===== src/rtl/raster_scan_gen.sv =====
// Raster-scan BRAM read sequencer: walks a latched width x height frame, then one flush row.
// Optional macro RASTER_ROW_GAP_EN forces one bubble cycle after every last-column beat.
module raster_scan_gen #(
  parameter int XB = 10,
  parameter int YB = 10
) (
  input  logic             clk,
  input  logic             rst,
  input  logic             i_start,
  input  logic [XB-1:0]    i_width,
  input  logic [YB-1:0]    i_height,
  input  logic             i_stall,
  output logic             o_valid_data,
  output logic             o_col1,
  output logic             o_maxcol,
  output logic             o_maxrow,
  output logic [XB+YB-1:0] o_addr,
  output logic             o_busy,
  output logic             o_done,
  output logic [1:0]       dbg_state
);
  localparam int AW = XB + YB;

`ifdef RASTER_ROW_GAP_EN
  localparam logic GAP_EN = 1'b1;
`else
  localparam logic GAP_EN = 1'b0;
`endif

  typedef enum logic [1:0] {
    S_IDLE  = 2'd0,
    S_SCAN  = 2'd1,
    S_FLUSH = 2'd2,
    S_DONE  = 2'd3
  } state_t;

  state_t          state_q, state_d;
  logic [XB-1:0]   col_q, col_d, maxcol_q, maxcol_d;
  logic [YB-1:0]   row_q, row_d, maxrow_q, maxrow_d;
  logic [AW-1:0]   lin_q, lin_d;
  logic            gap_q, gap_d;
  logic            valid_q, valid_d, col1_q, col1_d, mcol_q, mcol_d, mrow_q, mrow_d;
  logic [AW-1:0]   addr_q, addr_d;
  logic            busy_q, busy_d, done_q, done_d;

  // Flow control: a beat appears in cycle t+1 only when i_stall is low in
  // cycle t (and no forced gap is pending); otherwise t+1 is a bubble and
  // every counter holds. There is no other handshake on this block.
  logic            start_ok, scanning, issue;
  logic [XB-1:0]   cur_col, cur_maxcol;
  logic [YB-1:0]   cur_row, cur_maxrow;
  logic [AW-1:0]   cur_lin;

  always_comb begin
    start_ok   = (state_q == S_IDLE) && i_start && (i_width != '0) && (i_height >= YB'(3));
    // The start edge already issues pixel (0,0), so it sees the freshly latched sizes.
    cur_maxcol = start_ok ? (i_width - XB'(1)) : maxcol_q;
    cur_maxrow = start_ok ? (i_height - YB'(1)) : maxrow_q;
    cur_col    = start_ok ? '0 : col_q;
    cur_row    = start_ok ? '0 : row_q;
    cur_lin    = start_ok ? '0 : lin_q;
    scanning   = start_ok || (state_q == S_SCAN);
    issue      = !i_stall && !gap_q;
  end

  always_comb begin
    state_d  = state_q;
    col_d    = cur_col;
    row_d    = cur_row;
    lin_d    = cur_lin;
    maxcol_d = cur_maxcol;
    maxrow_d = cur_maxrow;
    gap_d    = gap_q;
    valid_d  = 1'b0;
    col1_d   = 1'b0;
    mcol_d   = 1'b0;
    mrow_d   = 1'b0;
    addr_d   = addr_q;
    busy_d   = busy_q;
    done_d   = 1'b0;

    if (scanning) begin
      state_d = S_SCAN;
      busy_d  = 1'b1;
      if (issue) begin
        valid_d = 1'b1;
        col1_d  = (cur_col == '0);
        mcol_d  = (cur_col == cur_maxcol);
        mrow_d  = (cur_row == cur_maxrow);
        addr_d  = cur_lin;
        lin_d   = cur_lin + AW'(1);
        if (cur_col == cur_maxcol) begin
          col_d = '0;
          gap_d = GAP_EN;
          if (cur_row == cur_maxrow) state_d = S_FLUSH;
          else                       row_d   = cur_row + YB'(1);
        end else begin
          col_d = cur_col + XB'(1);
        end
      end else begin
        gap_d = 1'b0;
      end
    end else begin
      case (state_q)
        S_FLUSH: begin
          if (issue) begin
            col1_d = (col_q == '0);
            mcol_d = (col_q == maxcol_q);
            if (col_q == maxcol_q) begin
              col_d   = '0;
              gap_d   = GAP_EN;
              state_d = S_DONE;
            end else begin
              col_d = col_q + XB'(1);
            end
          end else begin
            gap_d = 1'b0;
          end
        end
        S_DONE: begin
          // A pending gap after the last flush beat delays the done pulse.
          if (gap_q) begin
            gap_d = 1'b0;
          end else begin
            done_d  = 1'b1;
            busy_d  = 1'b0;
            state_d = S_IDLE;
          end
        end
        default: begin
          state_d = S_IDLE;
        end
      endcase
    end
  end

  always_ff @(posedge clk) begin
    if (rst) begin
      state_q  <= S_IDLE;
      col_q    <= '0;
      row_q    <= '0;
      lin_q    <= '0;
      maxcol_q <= '0;
      maxrow_q <= '0;
      gap_q    <= 1'b0;
      valid_q  <= 1'b0;
      col1_q   <= 1'b0;
      mcol_q   <= 1'b0;
      mrow_q   <= 1'b0;
      addr_q   <= '0;
      busy_q   <= 1'b0;
      done_q   <= 1'b0;
    end else begin
      state_q  <= state_d;
      col_q    <= col_d;
      row_q    <= row_d;
      lin_q    <= lin_d;
      maxcol_q <= maxcol_d;
      maxrow_q <= maxrow_d;
      gap_q    <= gap_d;
      valid_q  <= valid_d;
      col1_q   <= col1_d;
      mcol_q   <= mcol_d;
      mrow_q   <= mrow_d;
      addr_q   <= addr_d;
      busy_q   <= busy_d;
      done_q   <= done_d;
    end
  end

  assign o_valid_data = valid_q;
  assign o_col1       = col1_q;
  assign o_maxcol     = mcol_q;
  assign o_maxrow     = mrow_q;
  assign o_addr       = addr_q;
  assign o_busy       = busy_q;
  assign o_done       = done_q;
  assign dbg_state    = state_q;

endmodule


===== config.mk =====
export PLATFORM = sky130hd
export DESIGN_NAME = raster_scan_gen
export DESIGN_NICKNAME = d
export VERILOG_FILES = /design/src/rtl/raster_scan_gen.sv
export SDC_FILE = /design/constraint.sdc
export NUM_CORES = 1
export LEC_CHECK = 0
export CORE_ASPECT_RATIO = 0.6
export CORE_MARGIN = 2
export CORE_UTILIZATION = 30
export CTS_BUF_LIST = sky130_fd_sc_hd__clkbuf_8
export CTS_CLUSTER_DIAMETER = 80
export DETAILED_ROUTE_END_ITERATION = 7
export DONT_BUFFER_PORTS = 1
export PLACE_DENSITY = 0.52
export SLEW_MARGIN = 20
export SYNTH_ARGS = -nofsm -noshare
export SYNTH_HDL_FRONTEND = slang
export SYNTH_SLANG_ARGS = --single-unit
export TNS_END_PERCENT = 10

===== constraint.sdc =====
create_clock -name clk -period 4.7 [get_ports clk]
set_clock_uncertainty 0.2 [all_clocks]
set_input_delay 0.94 -clock clk [delete_from_list [all_inputs] [get_ports clk]]
set_output_delay 0.94 -clock clk [all_outputs]
set_load 0.005 [all_outputs]

==> impl_metrics.csv, run 1 <==
group,metric,value,unit
sta,worst_pin_slew,0.882,ns
clock_tree,cts_setup_buffers,0,
synthesis,syn_area_per_cell,7.84,sq um
clock_tree,cts_made_buffers,9,
synthesis,yosysWarnings,0,
placement,io_buffers,0,
clock_tree,clk_path_buf_depth,2,
floorplan,rows,35,
routing,via_count,4202,
routing,drtIter0Drc,304,
worst_setup_path,r2r_start,"col_q[5]",
worst_setup_path,crit_type,"in2reg",
placement,pre_cts_slack,0.694,ns
power,clkPwrFrac,0.371,
synthesis,syn_area,0.00480,sq mm
sta,whs,0.269,ns
worst_setup_path,timing.rr.end,"row_q[8]",
finish,fillCellCount,1677,
floorplan,initial_core_util,0.310,
outcome,status,"complete, but fails checks",
power,ir_worst_vdd,0.119,mV
hold_path,hp-start,"o_addr[9]",
global_route,antenna_found_initial,0,
routing,vias_per_cell,5.21,
power,p_int,0.00110,W
synthesis,synth-edff-count,0,
clock_tree,cts_resized,0,
worst_setup_path,start_kind,"primary input",
synthesis,yosys-top-cells-area,"dfxtp_1 37%, xor2_1 6.7%, nor2_1 6.3%, nand2_1 6.0%, a21oi_1 4.5%",
floorplan,dieArea,0.0171,sq mm
synthesis,synth_seq_cells,88,
floorplan,ios,52,
routing,drt_first_pass_iters,7,
sta,slew_viol_final,0,
synthesis,async_flop_share,0,
clock_tree,cts_tree,"done",
hold_path,hold_class,"reg2reg",
power,powerDensity,296,mW/mm^2
placement,dp_hpwl,9190,microns
power,p_sw_frac,0.282,
worst_setup_path,cp_max_fo,24,
finish,area_growth,8.21,%
finish,nNetsFinal,631,
worst_setup_path,rrSetupSlack,1.74,ns
synthesis,yosys.area.top_type,"dfxtp_1",
floorplan,chipWidth,167,microns
worst_setup_path,end_kind,"flop",
clock_tree,clock-sinks,88,
global_route,grt_pass1_vias,4055,
synthesis,ys.flop_type,"dfxtp_1",
synthesis,syn_inst,613,
finish,layout-drive-gt1-share,0.0713,
sta,setup_tns,0,ns
global_route,grt_usage,0.153,
sta,rsz0062_at_grt,"false",
global_route,globalRouteOverflowTotal,0,
synthesis,ys_seq_area_frac,0.367,
sta,relSlewSlack,0.409,
outcome,violations,"design-rule violations",
floorplan,core_area,0.0155,sq mm
clock_tree,cts_hold_buf,0,
worst_setup_path,critical_path_arrival,3.74,ns
power,power_frac_comb,0.116,
clock_tree,cts.reportedPaths.clkPinSlew,0.09,ns
synthesis,synth.distinct_cells,60,
sta,hold_viol,0,
worst_setup_path,rr_worst_depth,7,
placement,routabilityCongestion,0.820,
sta,period_minus_slack,3.64,ns
clock_tree,htree_levels,3,
power,p_seq_frac,0.513,
finish,n_antenna_cell,0,
global_route,grt_max_degree,76,
routing,avgRoutedWirePerCell,15.7,microns
sta,finalSetupViolCount,0,
routing,wirelength,12600,microns
floorplan,die_h,102,microns
sta,fmax,0.275,GHz
routing,ant_nets,0,
power,power.switching,0.000434,W
synthesis,synth_fp_nets,646,
clock_tree,cts_root_buf,"clkbuf_8",
hold_path,whs_endpoint,"o_addr[9]",
job,max-cap-violations,0,
sta,fin_crit_sh,0.775,
worst_setup_path,required,4.80,ns
synthesis,yosysTopAreaCellShare,0.367,
routing,route.detailed.drc,2,
global_route,grt_pass1_wl,20900,microns
hold_path,hold_depth,2,
power,p_leak,1.84,nW
clock_tree,worstSkewPairLatency,0.37,ns
sta,worst_slack,1.06,ns
## registers in the layout (all words and copies together), names as in the netlist
name / cells
lin_q: 20
o_addr: 20
col_q: 10
maxcol_q: 10
maxrow_q: 10
row_q: 10
dbg_state: 2
o_busy: 1
o_col1: 1
o_done: 1
o_maxcol: 1
o_maxrow: 1
o_valid_data: 1
## worst max path at each step
| stage | cells past startpoint | to | start |
|---|---|---|---|
| global route | 11 | lin_q[16] | i_width[0] |
| global placement | 12 | row_q[6] | i_width[0] |
| CTS | 11 | lin_q[16] | i_width[0] |
| floorplan | 13 | row_q[6] | i_width[0] |
| detailed placement | 11 | lin_q[16] | i_width[0] |
| finish | 11 | lin_q[16] | i_width[0] |
## kinds of logic after synthesis
family,Yosys count,share of synthesized area
and+or+nand+nor,291,0.298
adders and majority gates,9,0.0234
DFF,88,0.367
muxes,3,0.00625
buffers and inverters,48,0.0393
xor gates and xnor gates,60,0.109
AOI/OAI and AO/OA,114,0.157
## synthesized netlist by cell type, types with 8 or more instances
cell,count
a211oi_1,17
a21oi_1,43
and2_1,8
and3_1,12
clkbuf_1,28
dfxtp_1,88
ha_1,9
inv_1,15
nand2_1,77
nand2b_1,12
nand3_1,36
nand4_1,11
nor2_1,81
nor3_1,14
nor4_1,8
o21ai_0,14
xnor2_1,23
xor2_1,37
## per-stage QoR
stage	area (sq um)	util	cells	total power, W
6_report	5200	0.335	806	0.00154
5_1_grt	5200	0.335	806	0.00162
4_1_cts	5200	0.335	806	0.00156
3_5_place_dp	4990	0.322	790	0.000985
3_3_place_gp	4990	0.322	790	0.000983
2_1_floorplan	4800	-	613	0.000947
## power by group through the flow
stage	Sequential, W	Clock (W)	Combinational (W)
3_5_place_dp	0.000808	0	0.000177
3_3_place_gp	0.000807	0	0.000175
2_1_floorplan	0.000799	0	0.000148
4_1_cts	0.000790	0.000595	0.000178
6_report	0.000789	0.000571	0.000178
5_1_grt	0.000794	0.000625	0.000200
## critical path, stage by stage
cell and delay, ns:
inv_1 0.03, ha_1 0.19, nor3b_1 0.57, nand3_1 0.29, nand3_1 0.16, buf_4 0.28
and2_1 0.23, ha_1 0.27, nand4_1 0.22, or3_1 0.41, a21oi_1 0.13
## placed cells by master, fill, tap and decap left out, types with 4 or more instances in the layout
cell type / synthesis / layout
nand2b_1: 12 / 12
o21ai_0: 14 / 14
a311oi_1: 5 / 5
ha_1: 9 / 9
dfxtp_1: 88 / 88
or3_1: 6 / 6
nor2_1: 81 / 80
nand2_1: 77 / 77
nor3_1: 14 / 14
nand3_1: 36 / 36
or2_2: 4 / 4
a31o_2: 5 / 5
a21oi_1: 43 / 43
xor2_1: 37 / 37
clkbuf_8: 0 / 10
and2_1: 8 / 8
a31oi_1: 4 / 4
and3_1: 12 / 12
buf_4: 0 / 7
xnor2_1: 23 / 23
nor4_1: 8 / 8
inv_1: 15 / 15
inv_6: 0 / 4
nand4_1: 11 / 11
a211oi_1: 17 / 17
## area by class of cell
cell class | count | area, sq um | area share
clock inverter | 6 | 73.8 | 0.0142
timing repair buffer | 7 | 52.6 | 0.0101
multi-input combinational | 477 | 2860 | 0.551
tap | 203 | 254 | 0.0489
inverter | 15 | 56.3 | 0.0108
sequential | 88 | 1760 | 0.339
clock buffer | 10 | 138 | 0.0265
## per-layer routing
| layer | global-route usage | vias to the layer above | wire length, microns |
|---|---|---|---|
| li1 | - | 2121 | - |
| met1 | 0.209 | 1989 | 6340 |
| met2 | 0.241 | 82 | 5460 |
| met3 | 0.0414 | 10 | 688 |
| met4 | 0.0408 | 0 | 140 |
| met5 | 0 | - | 0 |
Note: power is estimated with default switching activity, not from simulation.
==> run 2, diff against run 1 <==
PLACE_DENSITY = 0.53   (was 0.52)
clock period = 3.15 ns   (was 4.7 ns; I/O delays follow)
==> run 2 against run 1 <==
Effect of this change:
- the flow still finishes with violations (design-rule violations)
- cell area rose by 4.6%
- non-clock buffer count rose by 28
- final cell count rose by 3.2%
- worst hold slack got worse by 0.14 ns
- worst setup slack got worse by 0.83 ns
- combinational power rose by 71%
- critical path type unchanged
- critical endpoint is now row_q[1]
==> impl_metrics.csv, run 2 (synthesis gave the netlist of run 1 again) <==
group,metric,value,unit
outcome,status,"complete, but fails checks",
outcome,violations,"design-rule violations",
global_route,grt_pass1_vias,4173,
worst_setup_path,critical_path_arrival,2.99,ns
hold_path,hp-start,"rst",
clock_tree,clock-sinks,88,
global_route,grt_pass1_wl,21600,microns
routing,route.detailed.drc,3,
placement,dp_hpwl,9670,microns
finish,finalInstanceArea,0.00544,sq mm
clock_tree,cts_tree,"done",
floorplan,core_area,0.0155,sq mm
worst_setup_path,rr_worst_depth,7,
finish,layout_commonest_cell,"dfxtp_1",
power,p_leak,1.98,nW
worst_setup_path,end_kind,"flop",
clock_tree,cts_hold_buf,0,
power,ir_worst_vdd,0.151,mV
power,powerDensity,429,mW/mm^2
floorplan,initial_core_util,0.310,
finish,fillCellCount,1646,
hold_path,hold_depth,1,
global_route,antenna_found_initial,0,
sta,slew_viol_final,0,
routing,vias_per_cell,5.22,
global_route,grt_max_degree,76,
sta,fin_crit_sh,0.929,
floorplan,dieArea,0.0171,sq mm
routing,ant_nets,0,
finish,layout-drive-gt1-share,0.114,
sta,fmax,0.342,GHz
finish,area_growth,13.2,%
sta,period_minus_slack,2.93,ns
global_route,globalRouteOverflowTotal,0,
placement,routabilityCongestion,0.884,
clock_tree,cts_setup_buffers,0,
floorplan,rows,35,
placement,dp.cells,818,
clock_tree,cts.reportedPaths.clkPinSlew,0.08,ns
routing,wirelength,13100,microns
clock_tree,cts_made_buffers,9,
finish,fin_util,0.351,
job,max-cap-violations,0,
routing,drtIter0Drc,315,
placement,io_buffers,0,
sta,relSlewSlack,0.444,
worst_setup_path,cp_max_fo,10,
floorplan,chipWidth,167,microns
sta,rsz0062_at_grt,"false",
clock_tree,cts_root_buf,"clkbuf_8",
worst_setup_path,critPathLaunch,"i_width[0]",
routing,via_count,4346,
sta,finalSetupViolCount,0,
finish,stdcell_count,832,
clock_tree,worstSkewPairLatency,0.37,ns
clock_tree,htree_levels,3,
power,totalPowerFinal,0.00233,W
finish,final_cell_mix,"88 x dfxtp_1, 80 x nor2_1, 77 x nand2_1",
worst_setup_path,r2r_start,"col_q[6]",
sta,setup_tns,0,ns
global_route,grt_usage,0.158,
floorplan,die_h,102,microns
placement,placed_cell_area,0.00523,sq mm
sta,worst_pin_slew,0.830,ns
clock_tree,cts_resized,0,
routing,drt_first_pass_iters,6,
worst_setup_path,start_kind,"primary input",
floorplan,ios,52,
worst_setup_path,required,3.21,ns
hold_path,hold_class,"in2reg",
finish,nNetsFinal,659,
routing,avgRoutedWirePerCell,15.7,microns
sta,hold_viol,0,
worst_setup_path,crit_type,"in2reg",
clock_tree,clk_path_buf_depth,2,
finish,n_antenna_cell,0,
==> run 2: changes by cell type in the layout (fill, tap and decap cells not counted) <==
cell        before  now
clkinv_4         1    0
nand3_2          0    1
inv_6            4    0
nor3_1          14   13
nor3b_1          3    2
nor3b_4          0    1
clkinvlp_4       0    1
bufinv_16        1    2
buf_4            7   35
nand3_4          0    1
inv_1           15   16
nor3_2           0    1
nand3_1         36   34
==> run 2: cell type report <==
class	instances	area, sq um	area share
Inverter	15	56.3	0.0104
Multi-Input combinational cell	477	2900	0.532
Sequential cell	88	1760	0.324
Tap cell	203	254	0.0467
Timing Repair Buffer	35	263	0.0483
Clock buffer	10	138	0.0253
Clock inverter	4	71.3	0.0131
==> run 2: path summary, 6_finish.rpt <==
check,slack (ns),endpoint
hold / removal,0.13,maxrow_q[0]
setup reg to reg,0.47,row_q[1]
setup / recovery,0.22,row_q[1]
hold reg to reg,0.27,o_addr[19]
==> run 2: per-stage QoR <==
step	hold slack [ns]	setup slack, ns
finish	0.130	0.225
global route	0.0981	0.131
CTS	0.111	0.283
detailed placement	0.258	-0.0997
global placement	0.256	-0.0203
floorplan	0.244	0.00313
==> run 2: per-layer routing <==
metal,track usage,wire length [microns],vias to the layer above
met5,0,0,-
met4,0.0468,206,0
met3,0.0418,853,17
met2,0.240,5340,101
met1,0.222,6690,2065
li1,-,-,2163
==> run 2: critical path, stage by stage <==
cell and delay (ns):
inv_1 0.04, ha_1 0.16, or3b_1 0.40, o32ai_2 0.31, a22oi_2 0.10, or3_4 0.40, a211oi_2 0.57, nand2_1 0.11
a31o_2 0.26
==> run 2: where the power goes <==
| part | switching, W | internal, W |
|---|---|---|
| clock network | 0.000401 | 0.000457 |
| logic | 0.000182 | 0.000123 |
| registers | 0.0000268 | 0.00115 |
| total | 0.000609 | 0.00173 |
